==> src/rtl/shift_engine_pkg.sv <==
// rtl/shift_engine_pkg.sv - shared op/state encodings and default sizes for the multi-cycle shifter
package shift_engine_pkg;

   localparam int WIDTH_DEF = 16;
   localparam int AMT_W_DEF = 4;

   localparam logic [1:0] SH_NONE = 2'b00;
   localparam logic [1:0] SH_LSL  = 2'b01;
   localparam logic [1:0] SH_LSR  = 2'b10;
   localparam logic [1:0] SH_ASR  = 2'b11;

   typedef enum logic [1:0] {
      ST_IDLE  = 2'b00,
      ST_SHIFT = 2'b01,
      ST_DONE  = 2'b10
   } state_t;

endpackage

==> src/rtl/shift_engine_if.sv <==
// rtl/shift_engine_if.sv - start/done request bus between the controller and shift_engine
interface shift_engine_if #(
   parameter int WIDTH = 16,
   parameter int AMT_W = 4
);
   logic             start;
   logic [WIDTH-1:0] in;
   logic [1:0]       shift;
   logic [AMT_W-1:0] amt;
   logic             busy;
   logic             done;
   logic [WIDTH-1:0] sout;

   modport master (
      output start, in, shift, amt,
      input  busy, done, sout
   );

   modport slave (
      input  start, in, shift, amt,
      output busy, done, sout
   );
endinterface

==> src/rtl/shift_engine_step.sv <==
// rtl/shift_engine_step.sv - one single-bit shift step; op 00 rotates right only with SHIFT_ENGINE_ROR_EN
module shift_step
   import shift_engine_pkg::*;
#(
   parameter int WIDTH = WIDTH_DEF
) (
   input  logic [WIDTH-1:0] data,
   input  logic [1:0]       op,
   output logic [WIDTH-1:0] result
);

   always_comb begin
      result = data;
      case (op)
         SH_LSL:  result = {data[WIDTH-2:0], 1'b0};
         SH_LSR:  result = {1'b0, data[WIDTH-1:1]};
         SH_ASR:  result = {data[WIDTH-1], data[WIDTH-1:1]};
`ifdef SHIFT_ENGINE_ROR_EN
         default: result = {data[0], data[WIDTH-1:1]};
`else
         default: result = data;
`endif
      endcase
   end

endmodule

==> src/rtl/shift_engine.sv <==
// rtl/shift_engine.sv - multi-cycle variable-amount shifter, one bit per clock (op 00 rotate: SHIFT_ENGINE_ROR_EN)
module shift_engine
   import shift_engine_pkg::*;
#(
   parameter int WIDTH = WIDTH_DEF,
   parameter int AMT_W = AMT_W_DEF
) (
   input  logic          clk,
   input  logic          reset,
   shift_engine_if.slave bus
);

   state_t           state, state_nx;
   logic [WIDTH-1:0] data_q;
   logic [AMT_W-1:0] count_q;
   logic [1:0]       op_q;
   logic [WIDTH-1:0] step_data;
   logic [AMT_W-1:0] eff_amt;
   logic             accept;

   shift_step #(.WIDTH(WIDTH)) u_step (
      .data   (data_q),
      .op     (op_q),
      .result (step_data)
   );

   // Without the rotate option op 00 is a pass-through, so its count collapses to zero.
   always_comb begin
`ifdef SHIFT_ENGINE_ROR_EN
      eff_amt = bus.amt;
`else
      eff_amt = (bus.shift == SH_NONE) ? '0 : bus.amt;
`endif
   end

   always_ff @(posedge clk or posedge reset) begin
      if (reset) state <= ST_IDLE;
      else       state <= state_nx;
   end

   always_comb begin
      state_nx = state;
      accept   = 1'b0;
      case (state)
         ST_IDLE, ST_DONE: begin
            state_nx = ST_IDLE;
            if (bus.start) begin
               accept   = 1'b1;
               state_nx = (eff_amt == '0) ? ST_DONE : ST_SHIFT;
            end
         end
         ST_SHIFT: begin
            if (count_q == AMT_W'(1)) state_nx = ST_DONE;
         end
         default: state_nx = ST_IDLE;
      endcase
   end

   always_ff @(posedge clk or posedge reset) begin
      if (reset) begin
         data_q  <= '0;
         count_q <= '0;
         op_q    <= SH_NONE;
      end else if (accept) begin
         data_q  <= bus.in;
         count_q <= eff_amt;
         op_q    <= bus.shift;
      end else if (state == ST_SHIFT) begin
         data_q  <= step_data;
         count_q <= count_q - AMT_W'(1);
      end
   end

   assign bus.busy = (state == ST_SHIFT);
   assign bus.done = (state == ST_DONE);
   assign bus.sout = data_q;

endmodule

==> src/flat_wrapper.sv <==
// flat-port wrapper written by rule: the top's interface ports become plain ports
module shift_engine_flat import shift_engine_pkg::*;
#(
   parameter int WIDTH = WIDTH_DEF,
   parameter int AMT_W = AMT_W_DEF
)
  (clk, reset, bus_start, bus_in, bus_shift, bus_amt, bus_busy, bus_done, bus_sout);
  shift_engine_if #(.WIDTH(WIDTH), .AMT_W(AMT_W)) bus_i ();
  input  logic clk;
  input  logic reset;
  input wire logic [$bits(bus_i.start)-1:0] bus_start;
  input wire logic [$bits(bus_i.in)-1:0] bus_in;
  input wire logic [$bits(bus_i.shift)-1:0] bus_shift;
  input wire logic [$bits(bus_i.amt)-1:0] bus_amt;
  output wire logic [$bits(bus_i.busy)-1:0] bus_busy;
  output wire logic [$bits(bus_i.done)-1:0] bus_done;
  output wire logic [$bits(bus_i.sout)-1:0] bus_sout;
  assign bus_i.start = bus_start;
  assign bus_i.in = bus_in;
  assign bus_i.shift = bus_shift;
  assign bus_i.amt = bus_amt;
  assign bus_busy = bus_i.busy;
  assign bus_done = bus_i.done;
  assign bus_sout = bus_i.sout;
  shift_engine #(.WIDTH(WIDTH), .AMT_W(AMT_W)) u_core (.clk(clk), .reset(reset), .bus(bus_i));
endmodule
==> config.mk <==
export PLATFORM = sky130hd
export DESIGN_NAME = shift_engine_flat
export DESIGN_NICKNAME = d
export VERILOG_FILES = /design/src/rtl/shift_engine_pkg.sv /design/src/rtl/shift_engine_if.sv /design/src/rtl/shift_engine_step.sv /design/src/rtl/shift_engine.sv /design/src/flat_wrapper.sv
export SDC_FILE = /design/constraint.sdc
export NUM_CORES = 1
export LEC_CHECK = 0
export BUFFER_PORTS_ARGS = -buffer_cell sky130_fd_sc_hd__buf_4
export CORE_UTILIZATION = 33
export DETAILED_ROUTE_END_ITERATION = 7
export PLACE_DENSITY_LB_ADDON = 0.2
export SLEW_MARGIN = 20
export SYNTH_ARGS = -nofsm -noshare
export SYNTH_HDL_FRONTEND = slang
export SYNTH_SLANG_ARGS = --single-unit
export TNS_END_PERCENT = 20
==> constraint.sdc <==
create_clock -name clk -period 1.85 [get_ports clk]
set_clock_uncertainty 0.2 [all_clocks]
set_input_delay 0.37 -clock clk [delete_from_list [all_inputs] [get_ports clk]]
set_output_delay 0.37 -clock clk [all_outputs]
set_load 0.02 [all_outputs]
==> results of run 1 <==
-- kinds of logic (layout without fill, tap and decap cells) --
| family | count (synthesis) | after routing | share of synthesized area (%) |
|---|---|---|---|
| AOI/OAI and AO/OA | 35 | 35 | 22.7 |
| xor gates and xnor gates | 1 | 1 | 0.593 |
| adders and majority gates | 5 | 5 | 4.24 |
| buffers and inverters | 26 | 74 | 9.07 |
| DFF | 24 | 24 | 40.7 |
| muxes | 14 | 14 | 9.49 |
| and+or+nand+nor | 34 | 34 | 13.2 |
-- registers in the layout, summed over array words and instances (netlist names) --
register,flops
u_core.bus.sout,16
u_core.count_q,4
u_core.op_q,2
u_core.state,2
-- per-layer routing --
layer / vias to the layer above / wire length (um) / GRT usage (%)
met2: 41 / 1680 / 25.4
met1: 592 / 1580 / 20.9
li1: 592 / - / -
met4: 0 / 46 / 6.12
met3: 5 / 220 / 3.62
met5: - / 0 / 0
-- final cells by class --
class | instances | area (um^2) | share of cell area (%)
Sequential cell | 24 | 603 | 31.0
Timing Repair Buffer | 50 | 390 | 20.0
Tap cell | 50 | 62.6 | 3.21
Multi-Input combinational cell | 89 | 744 | 38.2
Clock inverter | 1 | 30.0 | 1.54
Inverter | 20 | 76.3 | 3.92
Clock buffer | 3 | 41.3 | 2.12
-- worst register-to-register path, delay by kind of cell (launching register included) --
kind            cells  cell delay [ns]
fa+ha+maj           1             0.21
flops               1             0.39
compound gates      1             0.16
buf+inv             1             0.08
simple gates        2             0.58
-- worst max-delay path by stage --
stage | end | slack, ns | depth (start not counted)
2_1_floorplan | u_core.bus.sout[10]$_DFFE_PP0P_ | 0.12 | 5
3_3_place_gp | u_core.bus.sout[5]$_DFFE_PP0P_ | 0.1 | 5
3_5_place_dp | u_core.bus.sout[4]$_DFFE_PP0P_ | 0.03 | 5
4_1_cts | bus_busy | 0.009 | 3
5_1_grt | bus_busy | 0.0006 | 3
6_report | bus_busy | 0.06 | 3
-- placed cells by master, fill, tap and decap left out, drive strengths merged, types with 2 or more instances in the layout --
cell type	Yosys	layout
o221ai	14	14
a31oi	2	2
ha	5	5
inv	19	19
nand2b	3	3
mux2i	14	14
buf	6	49
a21oi	5	5
o21ai	4	4
dfrtp	24	24
and2b	2	2
a311oi	4	4
nor2b	2	2
nor3	2	2
nor2	5	5
a211oi	2	2
nand2	16	16
clkbuf	0	3
-- per-stage QoR --
stage	cell area [um^2]	setup WS, ns
finish	1950	0.0624
global route	1950	0.000594
CTS	1930	0.00875
detailed placement	1850	0.0262
global placement	1850	0.0982
floorplan	1480	0.119
-- power by group through the flow --
stage	clock, mW	combinational (mW)	sequential [mW]
detailed placement	0	2.28	1.09
finish	0.468	2.33	1.09
CTS	0.479	2.28	1.09
global route	0.497	2.55	1.13
global placement	0	2.22	1.08
floorplan	0	1.52	1.23
-- repair_timing --
action,4_1_cts,5_1_grt
gates resized for setup,0,3
buffers inserted,0,2
endpoints found under the setup margin,0,12
hold endpoints to repair,24,0
hold buffers,1,0
==> impl_metrics.ini, run 1 <==
[timing]
slew-limit-headroom_pct = 72.0
worst_slew_pin_slew_ns = 0.415
rsz0062_at_grt = false
setup_violations = 0
hold_violations = 0
fin_crit_sh_pct = 96.6
max_freq_mhz = 559
slew_viol_final = 0
min_period_ns = 1.79
hold_ws_ns = 0.0966
setup_tns_ns = 0

[min_path]
min_to = u_core.bus.sout[11]$_DFFE_PP0P_
holdPathStages = 3
hold_start = bus_in[11]
min_path_type = primary input to register

[routing]
vias = 1230
wire_per_inst_um = 14.9
post-route-drc-count = 0
via_per_inst = 5.19
initialDrtViolationCount = 33
drt-pass1-iter-count = 4
routed_wirelength_mm = 3.54
ant_nets = 0

[job]
drv_cap = 0

[worst_setup_path]
cp_max_fo = 8
cp.arrival_ns = 1.22
critical_path_required_ns = 1.28
critPathKind = register to output pin
cp_top_family = flip-flops
r2r_setup_slack_ns = 0.11
timing.critical_path.buf_inv = 2
cpMaxStageDelayCell = dfrtp_2
startpoint_type = register
cpPeakStageDelay_ns = 0.47
r2r_end = u_core.bus.sout[5]$_DFFE_PP0P_
path_cells = nand2b_4, clkinv_2, buf_4
crit_start = u_core.state[0]$_DFFE_PP0P_
reg2regPathDepth = 5
r2r-start = u_core.op_q[1]$_DFFE_PP0P_
crit_path_end_kind = output pin

[synthesis]
netlist_top_cells_count = 24 x dfrtp_1, 19 x inv_1, 16 x nand2_1
synthArstFlopShare_pct = 100
synthDistinctLibCells = 34
yosysWarnings = 0
synth.largest_area_cell = dfrtp_1
syn-num-nets = 169
ys_seq_elements = 24
synth_edf_count = 0
ys_top_cells_by_area = dfrtp_1 41%, o221ai_2 10%, mux2i_1 9.5%, inv_1 4.8%, ha_1 4.2%
synthFlopType = dfrtp_1
synthCells = 139
netlist.area_leader.share_pct = 40.7
syn_area_um2 = 1480
avgSynthCellArea_um2 = 10.6
yosys.cell_count.top_type = dfrtp_1
synth-seq-area-share_pct = 40.7

[placed_design]
io_buffers = 42
gp_congestion = 0.797
placed_cells = 230
place_hpwl_mm = 2.53

[clock_tree]
htree_levels = 1
cts_sinks = 24
cts_root_buf = clkbuf_8
clock_latency_ns = 0.27
clk_path_buf_depth = 2
clk_pin_slew_ns = 0.09
cts_tree = yes
numCtsBuffers = 3

[layout]
syn_to_final_growth_pct = 31.9
utilization_pct = 47.0
drive_above_1_share_pct = 39.0
fillers = 415
antenna-diode-count = 0
fin_cells = 237
nets = 218

[die]
core-area_um2 = 4140
die_h_um = 68.9
start_util_pct = 35.6
num_rows = 23
ios = 43
dieArea_um2 = 4750
die_x_um = 68.9

[pwr]
fin_total_pwr_mw = 3.89
peakVddDrop_mv = 0.999
switching_share_pct = 44.1
pwr-share-clk_pct = 12.0
power.density_nw_per_um2 = 2000
p_int_mw = 2.17
seqPwrFrac_pct = 28.1
power.leakage_nw = 0.944
power_frac_comb_pct = 59.9
power.switching_mw = 1.72

[grt]
antenna_found_initial = 0
gr-usage-all-layers_pct = 15.9
grt_pass1_vias = 1187
grt-ovfl-total = 0
grt_max_degree = 25
grt_pass1_wl_mm = 5.48

[status]
outcome = finished clean
No activity file was read; power rests on OpenSTA's default activity.
==> run 2: changes to the inputs <==
Settings changed: SYNTH_HIERARCHICAL from default to 1.
==> impl_metrics.ini, run 2 <==
[grt]
antenna_found_initial = 0
gr-usage-all-layers_pct = 15.9
grt_pass1_vias = 1388
grt_max_degree = 38
grt-ovfl-total = 0
grt_pass1_wl_mm = 6.30

[timing]
hold_ws_ns = 0.111
slew_viol_final = 0
setup_violations = 0
max_freq_mhz = 570
fin_crit_sh_pct = 94.9
hold_violations = 0
worst_slew_pin_slew_ns = 0.466
min_period_ns = 1.75
rsz0062_at_grt = false
setup_tns_ns = 0
slew-limit-headroom_pct = 68.6

[min_path]
min_path_type = primary input to register

[worst_setup_path]
cp_max_fo = 15
path_cells = nand2b_1, inv_4, buf_4
cpPeakStageDelay_ns = 0.38
cp.arrival_ns = 1.18
startpoint_type = register
critPathKind = register to output pin
timing.critical_path.buf_inv = 2
crit_path_end_kind = output pin
cp_top_family = flip-flops
cpMaxStageDelayCell = dfrtp_1
critical_path_required_ns = 1.28

[layout]
nets = 252
fillers = 441
antenna-diode-count = 0
largest_reg_flops = 16
fin_area_um2 = 1950
final_cell_mix = 52 x nand2_1, 50 x buf_4, 24 x dfrtp_1, 17 x nor2_1, 16 x a31oi_1
final_common_cell = nand2_1
syn_to_final_growth_pct = 27.0
drive_above_1_share_pct = 27.2

[synthesis]
yosys.cell_count.top_type = nand2_1
synthFlopType = dfrtp_1
synthCells = 182
ys_top_cells_by_area = dfrtp_1 39%, nand2_1 13%, mux2i_1 9.1%, a31oi_1 6.5%, nor2_1 4.1%
ys_seq_elements = 24
synthArstFlopShare_pct = 100
netlist_top_cells_count = 52 x nand2_1, 24 x dfrtp_1, 17 x nor2_1
avgSynthCellArea_um2 = 8.46
synth.largest_area_cell = dfrtp_1
synthDistinctLibCells = 31
syn_area_um2 = 1540
synth_edf_count = 0
synth-seq-area-share_pct = 39.0
netlist.area_leader.share_pct = 39.0
syn-num-nets = 209
yosysWarnings = 6

[routing]
maxUsedRoutingLayer = met4
ant_nets = 0
drt-pass1-iter-count = 4
via_per_inst = 5.03
wire_per_inst_um = 12.9
initialDrtViolationCount = 74
wl_met1_mm = 1.64
wl_met2_mm = 1.68
routed_wirelength_mm = 3.56
vias = 1388
post-route-drc-count = 0
wl_met3_um = 195

[pwr]
power.density_nw_per_um2 = 1940
power_frac_comb_pct = 57.7
power.switching_mw = 1.69
seqPwrFrac_pct = 29.9
peakVddDrop_mv = 0.616
switching_share_pct = 44.6
power.leakage_nw = 0.916
pwr-share-clk_pct = 12.4
p_int_mw = 2.10

[placed_design]
gp_congestion = 0.802
placed_area_um2 = 1870
place_hpwl_mm = 2.51
io_buffers = 42

[die]
num_rows = 24
die_h_um = 70.3
dieArea_um2 = 4940
ios = 43
core-area_um2 = 4410
start_util_pct = 34.9
die_x_um = 70.3

[clock_tree]
clock_latency_ns = 0.28
cts_root_buf = clkbuf_8
clk_path_buf_depth = 2
cts_sinks = 24
clk_pin_slew_ns = 0.09
cts_tree = yes
numCtsBuffers = 3
htree_levels = 1
cts_setup_buffers = 0

[job]
drv_cap = 0

[status]
outcome = finished clean
-- run 2: cell types whose count changed after synthesis, sizes merged, moves of 3 or more --
cell	previous run	this run
ha	5	2
nor2	5	17
a31oi	2	16
o221ai	14	0
nand2	16	52
o21ai	4	16
a21oi	5	2
inv	19	4
buf	6	12
-- run 2: what timing repair did --
| action | in CTS | in global routing |
|---|---|---|
| resized for setup | 0 | 0 |
| hold buffers | 1 | 0 |
| endpoints found under the hold margin | 24 | 0 |
-- run 2: power by group through the flow --
stage / sequential [mW] / combinational [mW] / clock, mW
2_1_floorplan: 1.28 / 1.52 / 0
3_3_place_gp: 1.15 / 2.19 / 0
4_1_cts: 1.14 / 2.22 / 0.494
5_1_grt: 1.20 / 2.46 / 0.515
3_5_place_dp: 1.15 / 2.21 / 0
6_report: 1.14 / 2.19 / 0.471
-- run 2: worst paths after layout --
kind                                          startpoint                             end  slack (ns)  cells after the start
max in group asynchronous                          reset      u_core/op_q[0]$_DFFE_PP0P_        0.71                      4
min in group asynchronous                          reset  u_core/bus.sout[5]$_DFFE_PP0P_        0.49                      4
hold / removal                              bus_shift[1]      u_core/op_q[1]$_DFFE_PP0P_        0.11                      3
setup reg to reg             u_core/state[0]$_DFFE_PP0P_   u_core/count_q[1]$_DFFE_PP0P_        0.36                      4
hold reg to reg            u_core/count_q[3]$_DFFE_PP0P_   u_core/count_q[3]$_DFFE_PP0P_        0.32                      1
setup / recovery             u_core/state[1]$_DFFE_PP0P_                        bus_busy         0.1                      3
-- run 2: worst register-to-register path, cell delays in order (launching register included) --
cell      delay [ns]
dfrtp_1         0.41
nand2b_1        0.14
buf_4           0.26
mux2_4          0.32
o21ai_1         0.11
-- run 2: area by class of cell --
type | instances | area, um^2 | area share, %
Sequential cell | 24 | 601 | 30.7
Clock buffer | 3 | 41.3 | 2.11
Timing Repair Buffer | 52 | 405 | 20.7
Inverter | 4 | 17.5 | 0.896
Multi-Input combinational cell | 140 | 795 | 40.7
Clock inverter | 1 | 30.0 | 1.54
Tap cell | 52 | 65.1 | 3.33
-- run 2: layer usage --
metal | global-route usage (%) | up-vias
met5 | 0 | -
met2 | 26.6 | 32
met4 | 4.89 | 0
li1 | - | 709
met1 | 19.5 | 643
met3 | 4.91 | 4
-- run 2: cell families (layout without fill, tap and decap cells) --
family | after synthesis | in the layout | share of synthesized area [%]
fa+ha+maj | 2 | 2 | 1.63
xor+xnor | 1 | 1 | 0.569
buf+inv | 18 | 60 | 9.35
mux | 16 | 16 | 10.8
compound gates | 43 | 43 | 18.0
simple gates | 78 | 78 | 20.7
flops | 24 | 24 | 39.0
-- run 2: per-stage QoR --
step | power (mW) | std cells | worst slack (ns) | util (%)
floorplan | 2.80 | 182 | 0.452 | -
global placement | 3.34 | 271 | 0.357 | 42.4
detailed placement | 3.36 | 271 | 0.331 | 42.4
CTS | 3.85 | 276 | 0.0735 | 44.3
global route | 4.18 | 276 | 0.0240 | 44.3
finish | 3.80 | 276 | 0.0951 | 44.3
